--- config.mk ---
export PLATFORM = sky130hd
export DESIGN_NAME = bus_master_port
export DESIGN_NICKNAME = d
export VERILOG_FILES = /design/src/rtl/bus_pkg.sv /design/src/rtl/bus_timeout_cnt.sv /design/src/rtl/bus_master_port.sv
export SDC_FILE = /design/constraint.sdc
export NUM_CORES = 1
export LEC_CHECK = 0
export BUFFER_PORTS_ARGS = -buffer_cell sky130_fd_sc_hd__buf_4
export CELL_PAD_IN_SITES_DETAIL_PLACEMENT = 1
export CELL_PAD_IN_SITES_GLOBAL_PLACEMENT = 2
export CORE_UTILIZATION = 28
export CTS_BUF_LIST = sky130_fd_sc_hd__clkbuf_4 sky130_fd_sc_hd__clkbuf_8
export DETAILED_ROUTE_END_ITERATION = 8
export HOLD_SLACK_MARGIN = 0.06
export PLACE_DENSITY_LB_ADDON = 0.1
export SLEW_MARGIN = 20
export SYNTH_ARGS = -nofsm -noshare
export SYNTH_HDL_FRONTEND = slang
export SYNTH_HIERARCHICAL = 1
export SYNTH_SLANG_ARGS = --single-unit
--- constraint.sdc ---
create_clock -name clk -period 2.1 [get_ports clk]
set_input_delay 0.21 -clock clk [delete_from_list [all_inputs] [get_ports clk]]
set_output_delay 0.21 -clock clk [all_outputs]
set_load 0.01 [all_outputs]
--- src/rtl/bus_pkg.sv ---
// -----------------------------------------------------------------------------
// bus_pkg
// Shared definitions for the shared-bus master port:
//   - bus_state_e : transfer FSM states
//   - ERR_*       : completion status codes reported on rsp_error
//   - CNT_W       : width of the ADDR-phase wait counter (TIMEOUT <= 255)
// -----------------------------------------------------------------------------
package bus_pkg;

  typedef enum logic [2:0] {
    IDLE,
    REQ,
    ADDR,
    DATA,
    DONE
  } bus_state_e;

  // 2'b11 is reserved and never produced.
  localparam logic [1:0] ERR_OK         = 2'b00;
  localparam logic [1:0] ERR_TIMEOUT    = 2'b01;
  localparam logic [1:0] ERR_GRANT_LOST = 2'b10;

  localparam int CNT_W = 8;

endpackage

--- src/rtl/bus_timeout_cnt.sv ---
// -----------------------------------------------------------------------------
// bus_timeout_cnt
// Wait counter for the address phase. Counts enabled cycles since the last
// clear and flags the enabled cycle that is the limit-th one, so the FSM can
// leave on that cycle's closing edge.
//
// Ports:
//   clk     in   clock, rising edge
//   reset   in   synchronous active-high reset
//   clear   in   return count to 0 (dominates enable)
//   enable  in   count this cycle
//   limit   in   CNT_W  number of enabled cycles allowed (1..255)
//   expired out  high during the limit-th enabled cycle
// -----------------------------------------------------------------------------
module bus_timeout_cnt
  import bus_pkg::*;
(
  input  logic             clk,
  input  logic             reset,
  input  logic             clear,
  input  logic             enable,
  input  logic [CNT_W-1:0] limit,
  output logic             expired
);

  logic [CNT_W-1:0] count;

  always_ff @(posedge clk) begin
    if (reset || clear) begin
      count <= '0;
    end else if (enable) begin
      count <= count + CNT_W'(1);
    end
  end

  // count holds the number of cycles already spent, so the current cycle is
  // the last allowed one when count == limit - 1.
  assign expired = enable && (count == limit - CNT_W'(1));

endmodule

--- src/rtl/bus_master_port.sv ---
// -----------------------------------------------------------------------------
// bus_master_port
// Converts a local valid/ready command into one transfer on a shared,
// arbitrated bus: request the bus (barq/bagd), present the address until the
// target is ready (with timeout), perform a single data strobe, then return
// a one-cycle completion with status and read data.
//
// Ports:
//   clk, reset                     clock, synchronous active-high reset
//   cmd_valid/cmd_ready            local command handshake
//   cmd_write, cmd_addr, cmd_wdata command contents, latched on accept
//   rsp_valid                      one-cycle completion pulse
//   rsp_rdata, rsp_error           read data / status, held until next completion
//   barq / bagd                    bus request to / grant from the arbiter
//   bus_addr, bus_wdata, bus_write bus command, zero outside ADDR/DATA
//   bus_rdata                      read data from target
//   address_valid, target_ready,   shared-bus handshake
//   data_strobe
//
// All outputs are registered; bagd/target_ready only steer the next state.
// -----------------------------------------------------------------------------
module bus_master_port
  import bus_pkg::*;
#(
  parameter int ADDR_W  = 16,
  parameter int DATA_W  = 16,
  parameter int TIMEOUT = 15
) (
  input  logic              clk,
  input  logic              reset,
  input  logic              cmd_valid,
  output logic              cmd_ready,
  input  logic              cmd_write,
  input  logic [ADDR_W-1:0] cmd_addr,
  input  logic [DATA_W-1:0] cmd_wdata,
  output logic              rsp_valid,
  output logic [DATA_W-1:0] rsp_rdata,
  output logic [1:0]        rsp_error,
  output logic              barq,
  input  logic              bagd,
  output logic [ADDR_W-1:0] bus_addr,
  output logic [DATA_W-1:0] bus_wdata,
  output logic              bus_write,
  input  logic [DATA_W-1:0] bus_rdata,
  output logic              address_valid,
  input  logic              target_ready,
  output logic              data_strobe
);

  localparam logic [CNT_W-1:0] LIMIT = CNT_W'(TIMEOUT);

  bus_state_e        state;
  bus_state_e        state_nxt;
  logic [1:0]        err_nxt;
  logic              cnt_expired;
  logic              drive_bus;

  logic              wr_q;
  logic [ADDR_W-1:0] addr_q;
  logic [DATA_W-1:0] wdata_q;

  // Counter is held at zero outside ADDR, so it always starts from 0 on entry.
  bus_timeout_cnt u_timeout_cnt (
    .clk     (clk),
    .reset   (reset),
    .clear   (state != ADDR),
    .enable  (state == ADDR),
    .limit   (LIMIT),
    .expired (cnt_expired)
  );

  // NOTE: combinational next-state logic uses blocking '=' and assigns every
  // output a default first, so no path through the case infers a latch.
  always_comb begin
    state_nxt = state;
    err_nxt   = ERR_OK;
    case (state)
      IDLE: if (cmd_valid) state_nxt = REQ;
      REQ:  if (bagd)      state_nxt = ADDR;
      ADDR: begin
        // Grant loss beats target_ready, which beats timeout.
        if (!bagd) begin
          state_nxt = DONE;
          err_nxt   = ERR_GRANT_LOST;
        end else if (target_ready) begin
          state_nxt = DATA;
        end else if (cnt_expired) begin
          state_nxt = DONE;
          err_nxt   = ERR_TIMEOUT;
        end
      end
      DATA: begin
        state_nxt = DONE;
        err_nxt   = bagd ? ERR_OK : ERR_GRANT_LOST;
      end
      DONE:    state_nxt = IDLE;
      default: state_nxt = IDLE;
    endcase
  end

  assign drive_bus = (state_nxt == ADDR) || (state_nxt == DATA);

  // NOTE: all state in the clocked block uses non-blocking '<=' so every
  // register samples the pre-edge values, independent of statement order.
  always_ff @(posedge clk) begin
    if (reset) begin
      state         <= IDLE;
      cmd_ready     <= 1'b1;
      barq          <= 1'b0;
      address_valid <= 1'b0;
      data_strobe   <= 1'b0;
      rsp_valid     <= 1'b0;
      rsp_rdata     <= '0;
      rsp_error     <= ERR_OK;
      bus_addr      <= '0;
      bus_wdata     <= '0;
      bus_write     <= 1'b0;
      wr_q          <= 1'b0;
      addr_q        <= '0;
      wdata_q       <= '0;
    end else begin
      state <= state_nxt;

      // Control outputs are registered copies of the next-state decode.
      cmd_ready     <= (state_nxt == IDLE);
      barq          <= (state_nxt == REQ) || (state_nxt == ADDR) || (state_nxt == DATA);
      address_valid <= (state_nxt == ADDR);
      data_strobe   <= (state_nxt == DATA);
      rsp_valid     <= (state_nxt == DONE);

      if (state == IDLE && cmd_valid) begin
        wr_q    <= cmd_write;
        addr_q  <= cmd_addr;
        wdata_q <= cmd_wdata;
      end

      bus_addr  <= drive_bus ? addr_q  : '0;
      bus_wdata <= drive_bus ? wdata_q : '0;
      bus_write <= drive_bus ? wr_q    : 1'b0;

      // DONE is only ever entered from ADDR or DATA, one cycle at a time.
      if (state_nxt == DONE) begin
        rsp_error <= err_nxt;
      end

      // Only a successful read updates rsp_rdata.
      if (state == DATA && bagd && !wr_q) begin
        rsp_rdata <= bus_rdata;
      end
    end
  end

endmodule

==> impl_metrics.ini <==
[floorplan]
core_mm2 = 0.01267
fp.dieH_um = 116.0
dieArea_mm2 = 0.01346
die_w_um = 116.0
start_util = 0.2874
rows = 41
num_io_pins = 110

[sta]
tightest_slew_ns = 0.6612
setup_violations = 0
drv_slew = 0
layout_min_cycle_time_ns = 1.943
max_freq_mhz = 514.6
post-route-period-util = 0.9254
maxSlewHeadroom = 0.5577
fin_skew_ns = 0.006510
finalHoldViolations = 0
layout_setup_ws_ns = 0.1567

[placed_design]
portBuffers = 109
dp_cells = 694
post-place-ws_ns = 0.03248
place_congestion = 0.7040
hpwl_mm = 6.398

[route]
route.detailed.drc = 0
postRouteAntennaNets = 0
vias = 3099
wl_mm = 9.425
drt_iter0_drc = 75
wl_per_cell_um = 12.86
drtPass1Iterations = 4
viasPerCell = 4.228

[setup_path]
worstPathCellList = xnor2_2, a21oi_2, a2111oi_2, nor2b_2, o21ai_1, and3_4, buf_12, and2_1
required_ns = 2.37
worst_ep_arrival_time_ns = 2.21
crit_path_top_delay_cell = dfxtp_1
cp-end-kind = flip-flop
path_max_fanout = 35
worstSetupPathType = flip-flop to flip-flop
slowest_delay_ns = 0.37
crit_family = simple AND/OR/NAND/NOR gates
path_buf_inv = 1
cp-start-kind = flip-flop

[power]
cellPowerDensity_mw_per_mm2 = 743.8
vdd_drop_max_v = 0.0003711
p_leak_nw = 2.225

[global_route]
antenna_found_initial = 0
grt_pass1_vias = 3102
gr-total-overflow = 0
grt_start_max_net_pins = 36
grt.total_usage = 0.1477
grt_pass1_wl_mm = 14.99

[job]
drv_cap = 0

[synthesis]
synth_top_area_cell = dfxtp_1
synth_warnings = 6
ys_async_sr_fraction = 0
ys_ff_latch = 100
ys_seq_area_frac = 0.5498
netlist-cell-type-count = 44
synth_edf_count = 0
synth.most_common_cell = nand2_1
synth.avg_cell_area_um2 = 9.102
synth_flop_cell = dfxtp_1
synth_area_mm2 = 0.003641
synth_common_cells = nand2_1, dfxtp_1, a21oi_1
synthCells = 400
synth_top_area_frac = 0.5498
synthTopCellsByArea = dfxtp_1, nand2_1, a21oi_1, and2_1, xnor2_1

[cells_and_area]
fin_nets = 612
n_antenna_cell = 0
drive_gt1_frac = 0.2745
fillers = 1528
area_growth_pct = 43.37
fin_cells = 733

[clocking]
clock_latency_ns = 0.37
tritoncts = done
clock_sinks = 100
cts.path.max_buffers = 2
path_clk_slew_ns = 0.09
numCtsBuffers = 9
root_buffer = clkbuf_8
htreeDepth = 3
postCtsSetupBuffers = 0

[worst_hold_path]
hold_class = input pin to flip-flop

[run_status]
outcome = finished, final reports clean
## flip-flops by register name (all words and copies together), names as in the netlist, 2 cells and up
signal               flops
bus_wdata               16
u_timeout_cnt/count      8
rsp_error                2
bus_addr                16
wdata_q                 16
addr_q                  16
state                    3
rsp_rdata               16
## per-stage QoR
stage	TNS [ns]	instance area (µm²)	utilization	hold WS, ns	power, W
3_3_place_gp	0	4715	0.3721	0.4338	0.002351
6_report	0	5220	0.4120	0.07988	0.003883
5_1_grt	-0.002931	5220	0.4120	0.06302	0.004067
3_5_place_dp	0	4715	0.3721	0.4424	0.002357
4_1_cts	0	5202	0.4106	0.06045	0.003952
2_1_floorplan	0	3737	-	0.3016	0.002219
## layout make-up
cell class              count  area [µm²]  area share
flip-flops and latches    100        2004      0.3840
multi-input cells         295        1562      0.2991
repair buffers            146        1166      0.2234
well taps                 172       215.2     0.04123
clock buffers              11       151.4     0.02900
clock inverters             5       106.4     0.02037
inverters                   4       15.01    0.002876
## layout by cell type (no fill, tap or decap), types with 2 or more instances in the layout
cell type      instances
xor2_1                 7
o21ai_0                3
inv_1                  4
a21oi_1               53
dfxtp_2                2
bufinv_16              3
nor2_1                13
clkbuf_8              11
buf_4                122
mux2i_1                2
nor3_4                 2
xnor2_1                6
dlygate4sd3_1         23
conb_1                26
nand2b_1               5
nor3_1                 3
and2_1                34
nand4_1                4
nor4_1                 2
ha_1                   2
or3_1                  3
dfxtp_1               98
nand2_1              104
## tightest hold or removal path, stage by stage
cell     delay [ns]
buf_4          0.11
nand2_1        0.04
a21oi_1        0.05
## final timing paths
check / from / to / slack, ns / depth (start not counted)
max: u_timeout_cnt/count[4] / bus_addr[4] / 0.16 / 8
min: bus_rdata[11] / rsp_rdata[11] / 0.08 / 3
max reg2reg: u_timeout_cnt/count[4] / bus_addr[4] / 0.16 / 8
min reg2reg: addr_q[12] / addr_q[12] / 0.45 / 2
## power breakdown
part | internal (W) | switching, W | leakage (nW)
Combinational | 0.000184 | 0.000184 | 1.29
Sequential | 0.00195 | 0.0000245 | 0.813
Clock | 0.000861 | 0.000676 | 0.126
## metal layers
layer,global-route usage,vias up,wire [µm]
li1,-,1579,-
met1,0.1680,1440,4081
met2,0.2607,68,4730
met3,0.03661,12,477
met4,0.06581,0,136
met5,0,-,0
## cells by family after synthesis
logic type      synth area share
flops                     0.5498
buf+inv                  0.05189
compound gates           0.09863
simple gates              0.2515
fa+ha+maj               0.006872
other cells             0.002063
xor+xnor                 0.03368
mux                     0.005499
## repair_timing
item,in CTS,in global routing
setup endpoints to repair,7,34
pin swaps,1,3
gates resized for setup,0,4
hold endpoints to repair,23,0
hold buffers,23,0
Note: power is estimated with default switching activity, not from simulation.
